File: config.mk
export PLATFORM = sky130hd
export DESIGN_NAME = bl_wl_frame_programmer
export DESIGN_NICKNAME = d
export VERILOG_FILES = /design/src/rtl/bl_wl_frame_programmer.sv
export SDC_FILE = /design/constraint.sdc
export NUM_CORES = 1
export LEC_CHECK = 0
export ABC_AREA = 1
export CORE_MARGIN = 4
export CORE_UTILIZATION = 40
export CTS_BUF_LIST = sky130_fd_sc_hd__clkbuf_4 sky130_fd_sc_hd__clkbuf_8
export DETAILED_ROUTE_END_ITERATION = 16
export PLACE_DENSITY = 0.68
export SKIP_CTS_REPAIR_TIMING = 1
export SLEW_MARGIN = 25
export SYNTH_ARGS = -nofsm -noshare
export SYNTH_HDL_FRONTEND = slang
export SYNTH_SLANG_ARGS = --single-unit
File: constraint.sdc
create_clock -name prog_clk -period 2.6 [get_ports prog_clk]
set_clock_uncertainty 0.2 [all_clocks]
set_input_delay 0.52 -clock prog_clk [delete_from_list [all_inputs] [get_ports prog_clk]]
set_output_delay 0.52 -clock prog_clk [all_outputs]
set_load 0.02 [all_outputs]
File: src/rtl/bl_wl_frame_programmer.sv
// bl_wl_frame_programmer: writes one BL row per handshake then pulses its one-hot WL line; define CFG_PARITY_CHECK_EN for even-parity checking with sticky cfg_error
module bl_wl_frame_programmer #(
    parameter int BL_WIDTH        = 8,
    parameter int WL_WIDTH        = 8,
    parameter int WL_PULSE_CYCLES = 2
) (
    input  logic                prog_clk,
    input  logic                prog_rst_n,
    input  logic                cfg_start,
    input  logic                cfg_valid,
    output logic                cfg_ready,
    input  logic [BL_WIDTH-1:0] cfg_data,
`ifdef CFG_PARITY_CHECK_EN
    input  logic                cfg_parity,
    output logic                cfg_error,
`endif
    output logic                cfg_busy,
    output logic                cfg_done,
    output logic [BL_WIDTH-1:0] bl,
    output logic [WL_WIDTH-1:0] wl
);
    localparam int RW = (WL_WIDTH > 1) ? $clog2(WL_WIDTH) : 1;
    localparam int PW = $clog2(WL_PULSE_CYCLES + 1);

    typedef enum logic [2:0] {IDLE, LOAD, SETUP, PULSE, HOLD, DONE} state_t;

    state_t              state, state_n;
    logic [RW-1:0]       row, row_n;
    logic [PW-1:0]       pcnt, pcnt_n;
    logic [BL_WIDTH-1:0] bl_n;
    logic                xfer, bad;

    assign xfer = cfg_ready && cfg_valid;
`ifdef CFG_PARITY_CHECK_EN
    assign bad = cfg_parity ^ (^cfg_data);
`else
    assign bad = 1'b0;
`endif

    // next state, row/pulse counters and bit-line data; bl is cleared whenever the frame is not active
    always_comb begin
        state_n = state;
        row_n   = row;
        pcnt_n  = pcnt;
        bl_n    = bl;
        case (state)
            IDLE: if (cfg_start) begin
                state_n = LOAD;
                row_n   = '0;
            end
            LOAD: if (xfer) begin
                state_n = SETUP;
                bl_n    = bad ? '0 : cfg_data;
            end
            SETUP: begin
                state_n = PULSE;
                pcnt_n  = PW'(WL_PULSE_CYCLES);
            end
            PULSE: begin
                pcnt_n  = pcnt - 1'b1;
                state_n = (pcnt == PW'(1)) ? HOLD : PULSE;
            end
            HOLD: begin
                state_n = (row == RW'(WL_WIDTH - 1)) ? DONE : LOAD;
                row_n   = (row == RW'(WL_WIDTH - 1)) ? row : row + 1'b1;
            end
            DONE:    state_n = IDLE;
            default: state_n = IDLE;
        endcase
        if (state_n == IDLE || state_n == DONE) bl_n = '0;
    end

    // state and registered outputs, all decoded from the next state so they change cleanly on the edge
    always_ff @(posedge prog_clk or negedge prog_rst_n) begin
        if (!prog_rst_n) begin
            state     <= IDLE;
            row       <= '0;
            pcnt      <= '0;
            bl        <= '0;
            wl        <= '0;
            cfg_ready <= 1'b0;
            cfg_busy  <= 1'b0;
            cfg_done  <= 1'b0;
        end else begin
            state     <= state_n;
            row       <= row_n;
            pcnt      <= pcnt_n;
            bl        <= bl_n;
            wl        <= (state_n == PULSE) ? WL_WIDTH'(1) << row_n : '0;
            cfg_ready <= state_n == LOAD;
            cfg_busy  <= state_n != IDLE;
            cfg_done  <= state_n == DONE;
        end
    end

`ifdef CFG_PARITY_CHECK_EN
    // sticky parity error, cleared only by reset or an accepted frame start
    always_ff @(posedge prog_clk or negedge prog_rst_n) begin
        if (!prog_rst_n) cfg_error <= 1'b0;
        else if (state == IDLE && cfg_start) cfg_error <= 1'b0;
        else if (xfer && bad) cfg_error <= 1'b1;
    end
`endif
endmodule

==> run metrics, run 1 <==
kind of path behind the tightest hold check flip-flop to flip-flop; # IOs 31; Pwr Density approximately 1000 mW/mm^2; element type at the critical path end output pin; EDFF count, synth 0; Worst Path Required around 1.9 ns; CP max FO 2; Max clock buf depth 2; Lkg Pwr roughly 0.84 nW; Vias/cell ~4.5; Mapped Nets ~160; routed length per instance between 10 and 15 um; critical path's top delay family buffers and inverters; clk sink count 27; Layout area overhead 31.3%; Synth Instances between 100 and 150; post-synthesis sequential area ratio 56.5%; Cell Rows 19; met3 Usage GRT about 3.8%; layout cell share with drive strength beyond 1 between 10% and 20%; maximum vdd drop 0.377 mV; DP Area around 0.0015 mm^2; CP max stage cell clkdlybuf4s50_1; Worst slew margin between 70% and 80%; type of origin of the critical path flip-flop; drt first-iter violations 35; total number of yosys warnings 0; routability congestion estimate from global placement 0.858; die area approximately 0.0039 mm^2; setup repair after global routing missed its margin false; Worst-path clk slew between 0.1 and 0.15 ns; first-pass GRT wire length 4.10 mm; Final period util 78.2%; worst r2r src row[0]; total chip power around 1.6 mW; worst r2r dst wl[5]; Final ANT Viol Nets 0; fin. max-slew vios 0; initial antenna violation count 0; post-detail-place hpwl around 1.9 mm; Buf/Inv on CP 1; Avg Inst Size Synth approximately 8.4 um^2; number of detailed-route iterations in the first pass 4; GRT Total Usage between 10 and 15%; diode count 0; non-filler cells, final 208; Final min period around 2 ns; Finished Cell Area approximately 0.0016 mm^2; cells along the critical path clkdlybuf4s50_1; setup_tns 0 ns; CP peak stage delay about 0.6 ns; port buffer count 30; CTS tree yes; initial core utilization about 43%; Inst Count DP 204; pre-CTS setup slack ~0.48 ns; worst-margin pin slew about 0.34 ns; htree depth 1; final hold vios 0; grt met1 use 13.9%; Hold Path Depth 1; Inserted Clock Buffers 3; root buffer cell clkbuf_4; worst-skew pair later-pin latency 0.32 ns; critical setup path kind flip-flop to output pin; crit path launch bl[4]; crit path DAT 1.31 ns; nets 192; GR Layer Usage met2 between 20% and 30%; flops & latches, synth 27; die height approximately 63 um; status finished, final reports clean; Setup violations, final 0; vias in the first global route a little over 900; max cap viols 0; final worst slack about 0.57 ns; FMAX about 490 MHz; GR peak layer met2; R2R Setup Slk ~0.87 ns; largest net degree at the start of global routing 28; CP Depth 1; async set-reset flop share out of synthesis between 90% and 100%; core area ~0.0028 mm^2; grt total ovfl 0; Die Width about 63 um; drt total wl ~2.4 mm; top_reg_cell synth dfrtp_1; Cell Area, Synth ~0.0012 mm^2; Yosys cell types 16; Critical Path Sink bl[4]; DR DRC count 0; via count just over 900; Worst Reg-to-Reg Cells 9
sequential cells by signal, summed over array words and instances (netlist names):
signal     cells
state          3
bl             8
row            3
wl             8
cfg_busy       1
cfg_done       1
pcnt           2
cfg_ready      1
synthesized netlist by cell type, types with 3 or more instances:
cell	n	area (um^2)
dfrtp_1	27	676
inv_1	23	86.3
inv_2	3	11.3
nand2_1	47	176
nand2_2	3	18.8
nor2_1	19	71.3
nor2_2	4	25.0
report_power, final:
part           switching (mW)  internal (mW)  leakage [nW]
Sequential             0.0760          0.543         0.359
Clock                   0.117         0.0575        0.0177
Combinational           0.492          0.330         0.465
Total                   0.685          0.931         0.842
per-layer routing:
layer	part of all wire [%]	wire length, um
met1	41	954
met2	52	1230
met3	6.8	160
met4	0.34	8
met5	0	0
layout make-up:
cell class / instances / area [um^2]
fill: 270 / 1240
sequential: 27 / 676
inverter: 26 / 97.6
multi-input combinational: 89 / 422
clock inverter: 1 / 5.00
clock buffer: 3 / 22.5
tap: 31 / 38.8
timing repair buffer: 31 / 308
cell families (layout without fill, tap and decap cells):
| group | Yosys count | in the layout | synth area share, % |
|---|---|---|---|
| buf+inv | 26 | 61 | 8.17 |
| flops | 27 | 27 | 56.5 |
| compound gates | 5 | 5 | 2.09 |
| fa+ha+maj | 2 | 2 | 2.09 |
| simple gates | 82 | 82 | 31.1 |
layout by cell type (no fill, tap or decap):
cell type        synthesis  routed
nor2_4                   2       2
nand2_4                  2       2
nor2_1                  19      19
nand2_1                 47      47
nor2_2                   4       4
buf_4                    0       1
inv_1                   23      23
o21ai_1                  2       2
o21ai_0                  2       2
ha_1                     2       2
clkinv_2                 0       1
nand3_1                  2       2
nand2_2                  3       3
clkbuf_4                 0       3
dfrtp_1                 27      27
nor3_1                   1       1
inv_2                    3       3
clkdlybuf4s50_1          0      30
a21oi_1                  1       1
nand3_2                  2       2
through the flow:
| stage | hold WS (ns) | utilization [%] |
|---|---|---|
| global placement | 0.286 | 55.0 |
| CTS | 0.322 | 55.9 |
| floorplan | 0.0244 | - |
| detailed placement | 0.304 | 55.0 |
| global route | 0.353 | 55.9 |
| finish | 0.317 | 55.9 |
how the worst min path moves through the flow:
stage                          start       to  slack, ns
final                        pcnt[0]  pcnt[0]       0.32
after detailed placement     pcnt[0]  pcnt[0]       0.30
after CTS                    pcnt[0]  pcnt[0]       0.32
after global placement       pcnt[0]  pcnt[0]       0.29
after global routing         pcnt[0]  pcnt[0]       0.35
after floorplan           prog_rst_n    bl[0]       0.02
(Power assumes the default switching activity.)
==> run 2, diff against run 1 <==
PLACE_DENSITY = 0.7   (was 0.68)
clock period = 1.7 ns   (was 2.6 ns; I/O delays follow)
==> run metrics, run 2 (synthesis results as in run 1) <==
vias in the first global route 1004 (was 923); Pwr Density 1550 mW/mm^2 (was 1030 mW/mm^2); Worst slew margin 77.6% (about the same); port buffer count 30 (unchanged); Inserted Clock Buffers 3 (unchanged); Vias/cell 4.69 (was 4.47); most common cell after layout, fill and taps aside nand2_1 (unchanged); top flop regs bl x8, wl x8 (unchanged); GR Layer Usage met2 22.6% (was 23.7%); Layout area overhead 39.3% (was 31.3%); routability congestion estimate from global placement 0.923 (was 0.858); type of origin of the critical path flip-flop (unchanged); Worst Path Required 1.73 ns (was 1.88 ns); status finished, final reports clean (unchanged); FMAX roughly 620 MHz; Lkg Pwr 1.18 nW (was 0.842 nW); fin. max-slew vios 0 (unchanged); initial antenna violation count 0 (unchanged); drt total wl 2.50 mm (was 2.35 mm); commonest cells after routing, fill and taps aside 46 x nand2_1, 27 x dfrtp_1, 23 x inv_1 (was 47 x nand2_1, 30 x clkdlybuf4s50_1, 27 x dfrtp_1); worst-skew pair later-pin latency 0.33 ns (was 0.32 ns); pre-CTS setup slack -0.101 ns (was 0.478 ns); largest net degree at the start of global routing 28 (unchanged); die area 0.00393 mm^2 (unchanged); Final ANT Viol Nets 0 (unchanged); GRT Total Usage 13.4% (was 12.8%); met3 Usage GRT 3.06% (was 3.78%); grt total ovfl 0 (unchanged); grt met1 use 17.6% (was 13.9%); nets 196 (was 192); initial core utilization 42.6% (unchanged); final worst slack 0.0869 ns (was 0.568 ns); critical setup path kind flip-flop to flip-flop (was flip-flop to output pin); DR DRC count 0 (unchanged); GR peak layer met2 (unchanged); layout cell share with drive strength beyond 1 16.6% (was 11.9%); clk sink count 27 (unchanged); worst-margin pin slew 0.335 ns (was 0.337 ns); Cell Rows 19 (unchanged); kind of path behind the tightest hold check primary input to async pin (was flip-flop to flip-flop); via count 994 (was 930); post-detail-place hpwl 1.82 mm (was 1.86 mm); Die Width 62.7 um (unchanged); number of detailed-route iterations in the first pass 4 (unchanged); worst hold slack 0.153 ns (was 0.317 ns); diode count 0 (unchanged); Setup violations, final 0 (unchanged); # IOs 31 (unchanged); first-pass GRT wire length 4.40 mm (was 4.10 mm); Max clock buf depth 2 (unchanged); Multi-input gate area 437 um^2 (was 422 um^2); Final period util between 90% and 100%; Worst-path clk slew 0.16 ns (was 0.14 ns); root buffer cell clkbuf_4 (unchanged); Final min period approximately 1.6 ns; die height 62.7 um (unchanged); drt first-iter violations 23 (was 35); final hold vios 0 (unchanged); core area 0.00281 mm^2 (unchanged); max cap viols 0 (unchanged); htree depth 1 (unchanged); crit path DAT 1.64 ns (was 1.31 ns); Reg area 676 um^2 (unchanged); element type at the critical path end flip-flop (was output pin); CP max FO 8 (was 2); routed length per instance 11.8 um (was 11.3 um); Fill cells 245 (was 270); maximum vdd drop 0.633 mV (was 0.377 mV); CTS tree yes (unchanged)
[run 2: cell count changes in the layout (fill, tap and decap cells not counted), sizes merged]
cell / before / now
dlymetal6s2s: 0 / 19
clkinv: 1 / 0
buf: 1 / 5
clkdlybuf4s50: 30 / 11
clkinvlp: 0 / 1
[run 2: layout make-up]
class,instances,share of cell area [%]
clock buffers,3,1.35
clock inverters,1,0.451
inverters,26,5.86
multi-input cells,89,26.2
flip-flops and latches,27,40.6
well taps,31,2.33
repair buffers,35,23.2
[run 2: stage by stage]
step	power [mW]	util (%)	setup TNS, ns	instance area [um^2]	instances
after floorplan	1.79	-	0	1190	142
after global placement	2.27	55.8	-0.898	1560	207
after detailed placement	2.31	55.8	-1.16	1560	207
after CTS	2.60	56.8	-2.77	1590	211
after global routing	2.80	59.3	-0.0258	1660	212
final	2.58	59.3	0	1660	212
[run 2: worst paths after layout]
path / to / depth (start not counted) / slack (ns) / startpoint
min reg2reg: pcnt[0] / 1 / 0.33 / pcnt[0]
max in group asynchronous: bl[2] / 2 / 0.88 / prog_rst_n
min: wl[4] / 2 / 0.15 / prog_rst_n
min in group prog_clk: pcnt[0] / 1 / 0.33 / pcnt[0]
max reg2reg: bl[1] / 9 / 0.09 / row[0]
max: bl[1] / 9 / 0.09 / row[0]
[run 2: power breakdown]
part	internal (mW)	switching [mW]	leakage [nW]
sequential	0.830	0.105	0.359
clock	0.0900	0.195	0.0139
combinational	0.561	0.800	0.804
total	1.48	1.10	1.18
[run 2: routing by layer]
metal	vias up	routed length, um
met4	0	16
met1	465	1100
li1	492	-
met3	4	130
met2	33	1250
met5	-	0
[run 2: critical path: stages (launching register included)]
cell and delay [ns]:
dfrtp_1 0.41, ha_1 0.22, nand2_1 0.08, inv_1 0.08, nand2_4 0.10, nand2_2 0.08, nor2_2 0.10, nand2_2 0.08
nand2_4 0.13, nor2_1 0.05
==> run 3, diff against run 2 <==
ABC_CLOCK_PERIOD_IN_PS = 1700   (was not set)
==> results of run 3 <==
The final DEF is identical to that of run 2; final timing and power are the same.
